===== config.mk =====
export PLATFORM = sky130hd
export DESIGN_NAME = muldiv_unit
export DESIGN_NICKNAME = d
export VERILOG_FILES = /design/src/rtl/muldiv_pkg.sv /design/src/rtl/muldiv_unit_div_core.sv /design/src/rtl/muldiv_unit.sv
export SDC_FILE = /design/constraint.sdc
export NUM_CORES = 2
export LEC_CHECK = 0
export BUFFER_PORTS_ARGS = -buffer_cell sky130_fd_sc_hd__buf_2
export CAP_MARGIN = 5
export CORE_ASPECT_RATIO = 0.5
export CORE_MARGIN = 5
export CORE_UTILIZATION = 47
export CTS_CLUSTER_SIZE = 24
export DETAILED_ROUTE_END_ITERATION = 16
export GPL_TIMING_DRIVEN = 0
export SLEW_MARGIN = 20
export SYNTH_ARGS = -nofsm -noshare
export SYNTH_HDL_FRONTEND = slang
export SYNTH_HIERARCHICAL = 1
export SYNTH_SLANG_ARGS = --single-unit

===== constraint.sdc =====
create_clock -name clk -period 21.9 [get_ports clk]
set_input_delay 2.19 -clock clk [delete_from_list [all_inputs] [get_ports clk]]
set_output_delay 2.19 -clock clk [all_outputs]
set_load 0.02 [all_outputs]

===== src/rtl/muldiv_pkg.sv =====
// -----------------------------------------------------------------------------
// muldiv_pkg
// Shared types and helpers for the EXE-stage multiply/divide engine.
//   muldiv_op_t : 3-bit opcode (MULT..MSUBU)
//   state_t     : engine FSM state
//   is_signed() : opcode treats operands as two's complement
//   is_div()    : opcode is a divide
// -----------------------------------------------------------------------------
package muldiv_pkg;

   typedef enum logic [2:0] {
      MULT  = 3'd0,
      MULTU = 3'd1,
      DIV   = 3'd2,
      DIVU  = 3'd3,
      MADD  = 3'd4,
      MADDU = 3'd5,
      MSUB  = 3'd6,
      MSUBU = 3'd7
   } muldiv_op_t;

   typedef enum logic [1:0] {
      ST_IDLE = 2'd0,
      ST_MUL  = 2'd1,
      ST_DIV  = 2'd2,
      ST_FIX  = 2'd3
   } state_t;

   function automatic logic is_signed(muldiv_op_t op);
      return op inside {MULT, DIV, MADD, MSUB};
   endfunction

   function automatic logic is_div(muldiv_op_t op);
      return op inside {DIV, DIVU};
   endfunction

endpackage


===== src/rtl/muldiv_unit_div_core.sv =====
// -----------------------------------------------------------------------------
// div_core
// Iterative restoring divider on unsigned magnitudes, one quotient bit per
// cycle. The first iteration is performed on the load edge itself, so the
// final quotient/remainder are available WIDTH-1 cycles after load.
// Requires WIDTH >= 2.
// Ports:
//   clk, rst     : clock, synchronous active-low reset
//   load_i       : start a division with dividend_i / divisor_i
//   cancel_i     : abandon the division in progress
//   dividend_i   : dividend magnitude
//   divisor_i    : divisor magnitude
//   q_o, r_o     : quotient / remainder (valid once last_o has passed)
//   last_o       : the final iteration happens at the coming edge
// -----------------------------------------------------------------------------
module div_core #(
   parameter int WIDTH = 32
) (
   input  logic             clk,
   input  logic             rst,
   input  logic             load_i,
   input  logic             cancel_i,
   input  logic [WIDTH-1:0] dividend_i,
   input  logic [WIDTH-1:0] divisor_i,
   output logic [WIDTH-1:0] q_o,
   output logic [WIDTH-1:0] r_o,
   output logic             last_o
);

   localparam int CW = $clog2(WIDTH + 1);

   logic [WIDTH-1:0] rem_q, quo_q, dvs_q;
   logic [CW-1:0]    cnt_q;

   logic [WIDTH-1:0] rem_src, quo_src, dvs_src;
   logic [WIDTH-1:0] rem_d, quo_d;
   logic [WIDTH:0]   trial;
   logic             ge;

   // quo_q holds the not-yet-consumed dividend bits at the top and the
   // quotient bits shifting in at the bottom.
   always_comb begin
      // NOTE: every combinational output gets a default first so no path
      // leaves it unassigned, which would otherwise infer a latch.
      rem_src = rem_q;
      quo_src = quo_q;
      dvs_src = dvs_q;
      if (load_i) begin
         rem_src = '0;
         quo_src = dividend_i;
         dvs_src = divisor_i;
      end
      trial = {rem_src, quo_src[WIDTH-1]};
      ge    = (trial >= {1'b0, dvs_src});
      // When ge holds the difference is below the divisor, so the low
      // WIDTH bits of the subtraction are exact.
      rem_d = ge ? (trial[WIDTH-1:0] - dvs_src) : trial[WIDTH-1:0];
      quo_d = {quo_src[WIDTH-2:0], ge};
   end

   // NOTE: state registers use non-blocking assignments so every flop
   // samples pre-edge values regardless of statement order.
   always_ff @(posedge clk) begin
      if (!rst || cancel_i) begin
         cnt_q <= '0;
      end else if (load_i) begin
         cnt_q <= CW'(WIDTH - 1);
      end else if (cnt_q != '0) begin
         cnt_q <= cnt_q - CW'(1);
      end
   end

   // NOTE: datapath registers carry no reset; they are only consumed while
   // cnt_q or the parent FSM marks them valid, and both of those are reset.
   always_ff @(posedge clk) begin
      if (load_i || cnt_q != '0) begin
         rem_q <= rem_d;
         quo_q <= quo_d;
         dvs_q <= dvs_src;
      end
   end

   assign q_o    = quo_q;
   assign r_o    = rem_q;
   assign last_o = (cnt_q == CW'(1));

endmodule


===== src/rtl/muldiv_unit.sv =====
// -----------------------------------------------------------------------------
// muldiv_unit
// Shared multi-cycle multiply/divide engine for the EXE stage.
//   Multiply : full 2*WIDTH product, done MUL_LAT cycles after accept.
//   Divide   : restoring divide on magnitudes + sign fix-up, done WIDTH+1
//              cycles after accept.
// Configuration macro: MULDIV_MADD_EN enables MADD/MADDU/MSUB/MSUBU
// ({hi_i,lo_i} +/- product); when undefined those codes are ignored.
// Ports:
//   clk, rst           : clock, synchronous active-low reset
//   start_i, op_i      : request and opcode (accepted only when idle)
//   a_i, b_i           : rs / rt operands
//   hi_i, lo_i         : forwarded HI/LO for accumulate ops
//   flush_i            : cancel in-flight work, no result is produced
//   busy_o             : operation in flight (through the done cycle)
//   done_o             : one-cycle result-valid pulse
//   hi_o, lo_o         : registered result (remainder / quotient for divide)
// -----------------------------------------------------------------------------
module muldiv_unit
   import muldiv_pkg::*;
#(
   parameter int WIDTH   = 32,
   parameter int MUL_LAT = 2
) (
   input  logic             clk,
   input  logic             rst,
   input  logic             start_i,
   input  logic [2:0]       op_i,
   input  logic [WIDTH-1:0] a_i,
   input  logic [WIDTH-1:0] b_i,
   input  logic [WIDTH-1:0] hi_i,
   input  logic [WIDTH-1:0] lo_i,
   input  logic             flush_i,
   output logic             busy_o,
   output logic             done_o,
   output logic [WIDTH-1:0] hi_o,
   output logic [WIDTH-1:0] lo_o
);

   localparam int W2 = 2 * WIDTH;

   muldiv_op_t       op;
   state_t           state_q, state_d;
   logic             done_q;
   logic [WIDTH-1:0] hi_q, lo_q;

   logic op_mul, op_sgn, accept, acc_mul, acc_div;

   assign op     = muldiv_op_t'(op_i);
   assign op_sgn = is_signed(op);
`ifdef MULDIV_MADD_EN
   assign op_mul = !is_div(op);
`else
   assign op_mul = (op == MULT) || (op == MULTU);
`endif

   // busy_o covers the done cycle, so the earliest next accept is the cycle
   // after done_o and back-to-back spacing is latency+1.
   assign busy_o  = (state_q != ST_IDLE) || done_q;
   assign accept  = start_i && !flush_i && !busy_o;
   assign acc_mul = accept && op_mul;
   assign acc_div = accept && is_div(op);

   // ---------------------------------------------------------------- multiply
   logic [W2-1:0] a_ext, b_ext, prod, mul_res;

   // Sign- or zero-extending to 2*WIDTH makes one unsigned multiplier give
   // the correct low 2*WIDTH bits for both signed and unsigned ops.
   assign a_ext = op_sgn ? {{WIDTH{a_i[WIDTH-1]}}, a_i} : {{WIDTH{1'b0}}, a_i};
   assign b_ext = op_sgn ? {{WIDTH{b_i[WIDTH-1]}}, b_i} : {{WIDTH{1'b0}}, b_i};
   assign prod  = a_ext * b_ext;

`ifdef MULDIV_MADD_EN
   logic [W2-1:0] acc;
   assign acc = {hi_i, lo_i};

   always_comb begin
      mul_res = prod;
      if (op inside {MADD, MADDU}) begin
         mul_res = acc + prod;
      end else if (op inside {MSUB, MSUBU}) begin
         mul_res = acc - prod;
      end
   end
`else
   logic [W2-1:0] unused_acc;
   assign unused_acc = {hi_i, lo_i};
   assign mul_res    = prod;
`endif

   // Result is computed on the accept edge and then rides MUL_LAT-1 pipeline
   // stages; the output register is the last of the MUL_LAT stages.
   logic          mul_out_vld;
   logic [W2-1:0] mul_out_dat;

   generate
      if (MUL_LAT == 1) begin : g_mul_direct
         assign mul_out_vld = acc_mul;
         assign mul_out_dat = mul_res;
      end else begin : g_mul_pipe
         logic [MUL_LAT-2:0] vld_q;
         logic [W2-1:0]      dat_q [MUL_LAT-1];

         always_ff @(posedge clk) begin
            if (!rst || flush_i) begin
               vld_q <= '0;
            end else begin
               vld_q[0] <= acc_mul;
               for (int i = 1; i < MUL_LAT - 1; i++) begin
                  vld_q[i] <= vld_q[i-1];
               end
            end
         end

         always_ff @(posedge clk) begin
            dat_q[0] <= mul_res;
            for (int i = 1; i < MUL_LAT - 1; i++) begin
               dat_q[i] <= dat_q[i-1];
            end
         end

         assign mul_out_vld = vld_q[MUL_LAT-2];
         assign mul_out_dat = dat_q[MUL_LAT-2];
      end
   endgenerate

   // ------------------------------------------------------------------ divide
   logic [WIDTH-1:0] a_mag, b_mag, div_q, div_r;
   logic             div_last;
   logic [WIDTH-1:0] dvd_q;
   logic             neg_quo_q, neg_rem_q, dbz_q;

   assign a_mag = (op_sgn && a_i[WIDTH-1]) ? -a_i : a_i;
   assign b_mag = (op_sgn && b_i[WIDTH-1]) ? -b_i : b_i;

   div_core #(
      .WIDTH(WIDTH)
   ) u_div_core (
      .clk        (clk),
      .rst        (rst),
      .load_i     (acc_div),
      .cancel_i   (flush_i),
      .dividend_i (a_mag),
      .divisor_i  (b_mag),
      .q_o        (div_q),
      .r_o        (div_r),
      .last_o     (div_last)
   );

   always_ff @(posedge clk) begin
      if (acc_div) begin
         dvd_q     <= a_i;
         neg_quo_q <= op_sgn && (a_i[WIDTH-1] ^ b_i[WIDTH-1]);
         neg_rem_q <= op_sgn && a_i[WIDTH-1];
         dbz_q     <= (b_i == '0);
      end
   end

   // Most-negative / -1 needs no special case: |MIN| is MIN as an unsigned
   // magnitude, and negating it wraps back to MIN with a zero remainder.
   logic [WIDTH-1:0] fix_hi, fix_lo;

   always_comb begin
      fix_lo = neg_quo_q ? -div_q : div_q;
      fix_hi = neg_rem_q ? -div_r : div_r;
      if (dbz_q) begin
         fix_lo = '1;
         fix_hi = dvd_q;
      end
   end

   // --------------------------------------------------------------------- FSM
   always_comb begin
      state_d = state_q;
      unique case (state_q)
         ST_IDLE: begin
            if (acc_mul) begin
               state_d = (MUL_LAT == 1) ? ST_IDLE : ST_MUL;
            end else if (acc_div) begin
               state_d = ST_DIV;
            end
         end
         ST_MUL: if (mul_out_vld) state_d = ST_IDLE;
         ST_DIV: if (div_last)    state_d = ST_FIX;
         ST_FIX: state_d = ST_IDLE;
         default: state_d = ST_IDLE;
      endcase
      if (flush_i) begin
         state_d = ST_IDLE;
      end
   end

   always_ff @(posedge clk) begin
      if (!rst) begin
         state_q <= ST_IDLE;
      end else begin
         state_q <= state_d;
      end
   end

   // ------------------------------------------------------------------ result
   logic          res_we;
   logic [W2-1:0] res;

   assign res_we = !flush_i && (mul_out_vld || state_q == ST_FIX);
   assign res    = (state_q == ST_FIX) ? {fix_hi, fix_lo} : mul_out_dat;

   always_ff @(posedge clk) begin
      if (!rst) begin
         done_q <= 1'b0;
         hi_q   <= '0;
         lo_q   <= '0;
      end else begin
         done_q <= res_we;
         if (res_we) begin
            {hi_q, lo_q} <= res;
         end
      end
   end

   assign done_o = done_q;
   assign hi_o   = hi_q;
   assign lo_o   = lo_q;

endmodule


==> results.md <==
* Outcome: complete, no violations
* CP delay by family, top: adder cells
* Site row count at 94
* Clock Latency Late Sink at between 0.5 and 0.6 ns
* Routability congestion estimate at around 1.0
* Worst rel slew slack at slightly below 9%
* Number of global-route vias before repair at just under 50k
* I/O Buffers at around 110
* Initial antenna violation count at 21
* Cts hold-fix bufs at 0
* I/O pin total at approximately 200
* Routed vias/inst at about 5.5
* Worst min path class: flop to flop
* GRT Total Usage at roughly a third
* DRC at 0
* Arrival @ worst endpoint at 14.51 ns
* Post-Synthesis Cell Area at 0.0620 sq mm
* Initial core utilization at roughly 47%
* First-pass GRT wire length at about 330000 um
* Die Y at between 200 and 300 um
* Post-synth top area cell: fa_1
* DIE WIDTH at approximately 520 um
* Critical path class: input pin to flop
* Synthesis-stage register bit count at 269
* DP HPWL at a little under 200000 um
* Clock Tree Buf Depth at 3
* Largest net degree at the start of global routing at 46
* Final min period at between 10 and 15 ns
* Post-synth top flop: dfxtp_1
* Ranking of synthesized cells by area: fa_1 46%, inv_1 9.7%, ha_1 7.1%
* YS warnings at 6
* Max-slew violations at 0
* PostCTS Resize Cnt at 0
* Syn Area/Cell at ~9.4 sq um
* CTS Buf Count at 27
* Critical path capture point type: flop
* Max Fclk at 71.0 MHz
* Core area at ~0.13 sq mm
* Routed len/inst at around 27 um
* # setup viols final at 0
* Actual slew at the worst max-slew pin at roughly 1.4 ns
* Ratio of cells with drive above 1 in the final layout at under 10%
* Post-synth ARST share at 0%
* Syn-to-layout area delta at 6.28%
* Crit path top cell by count: fa_1
* DIE AREA at 0.140 sq mm
* Commonest non-fill, non-tap cell in the layout: inv_1
* CP Data Required Time at ~22 ns
* Crit share post-route at about 64%
* Number of synthesized flops with an enable pin at 131
* Clock skew at ~0.021 ns
* Mapped Nets at between 8k and 9k
* Initial DRC Count at ~5.6k
* Register area share after synthesis at 10.8%
* Via count at between 40k and 50k
* WL final at between 200000 and 250000 um
* Total global routing overflow at 0
* Post-synth top area share at between 40% and 50%
* Drt first pass iters at 7
* CP bufs+invs at 8
* Final ANT Viol Nets at 0
* Worst Setup Start Kind: input pin
* Setup TNS at 0 ns
* Max stage delay on crit path at 1.00 ns
* Max-Cap Viols at 0
* CP max stage cell: buf_1
* Sink Count at approximately 270
* Total Nets Final at approximately 8.6k
* Count of cell types in the netlist at 79
* Htree depth at 1
* Worst-path maximum fanout at 10
* Postcts setup bufs at 0
* RSZ-0062 raised after global routing: no
* Root cell of the clock tree: clkbuf_16
* Number of cells produced by synthesis at 6582
* Final Hold Vio Count at 0
* CTS tree: built
* Worst-path clk slew at 0.07 ns
* Commonest non-fill, non-tap cells in the layout: 1601 x inv_1, 1418 x fa_1, 899 x nand2_1
[cell usage after synthesis (all sizes together), types with 31 or more instances]
| cell | count |
|---|---|
| mux2i | 36 |
| mux2 | 62 |
| a21o | 44 |
| fa | 1418 |
| edfxtp | 131 |
| nor2b | 48 |
| ha | 353 |
| nor2 | 130 |
| o21ai | 98 |
| o221ai | 31 |
| xnor2 | 179 |
| xor2 | 89 |
| inv | 1602 |
| nand2 | 900 |
| and2 | 365 |
| dfxtp | 138 |
| a21oi | 165 |
| clkbuf | 308 |
| o31ai | 42 |
| a21boi | 32 |
| buf | 49 |
| nor3 | 31 |
| o211ai | 31 |
[final timing paths]
kind                                 from                               to  slack, ns  cells past startpoint
hold / removal       lo_o[6]$_SDFFE_PN0P_             lo_o[6]$_SDFFE_PN0P_       0.46                      2
hold reg to reg      lo_o[6]$_SDFFE_PN0P_             lo_o[6]$_SDFFE_PN0P_       0.46                      2
setup reg to reg  state_q[1]$_SDFFE_PP0P_     u_div_core/r_o[23]$_DFFE_PP_      15.40                     17
setup / recovery                  a_i[31]  g_mul_pipe.dat_q[0][63]$_DFF_P_       7.81                     30
[area by class of cell]
| type | instances | area (sq um) |
|---|---|---|
| well taps | 1776 | 2220 |
| repair buffers | 117 | 678 |
| flip-flops and latches | 269 | 6700 |
| plain buffers | 357 | 1410 |
| multi-input cells | 4353 | 47900 |
| diodes | 20 | 50.0 |
| clock buffers | 32 | 714 |
| fillers | 12600 | 65400 |
| clock inverters | 18 | 135 |
| inverters | 1603 | 6020 |
[tightest hold or removal path: stages (launching register included)]
cell	delay, ns
dfxtp_1	0.31
nand2_1	0.04
a21boi_0	0.06
[flip-flops by register name, indices dropped and copies added (netlist names), 2 cells and up]
signal,flops
state_q,2
u_div_core/cnt_q,6
hi_o,32
u_div_core/dvs_q,32
u_div_core/q_o,32
g_mul_pipe.dat_q,64
lo_o,32
dvd_q,32
u_div_core/r_o,32
[kinds of logic after synthesis]
kind of cell,after synthesis,share of synthesized area [%]
compound gates,589,6.42
xor+xnor,268,3.79
fa+ha+maj,1771,52.9
buf+inv,1960,11.9
flops,269,10.8
mux,98,1.87
simple gates,1627,12.3
[through the flow]
stage	hold slack (ns)	util [%]	setup WS, ns	cells	instance area, sq um
final	0.456	50.2	7.81	8545	65900
after CTS	0.461	50.1	8.22	8525	65800
after global routing	0.476	50.2	7.71	8528	65800
after floorplan	0.469	-	11.03	6582	62000
after global placement	0.449	49.3	7.16	8467	64700
after detailed placement	0.452	49.5	7.66	8475	65000
[layer usage]
metal	wire, um	GRT usage, %	vias up
met5	0	0	-
met4	11900	14.1	0
met3	28500	9.35	441
met2	93700	47.5	2584
met1	93000	47.0	24400
li1	-	-	19900
Power is not shown: default switching activity piles up to over one toggle a cycle in this logic, so the estimate is an artifact.
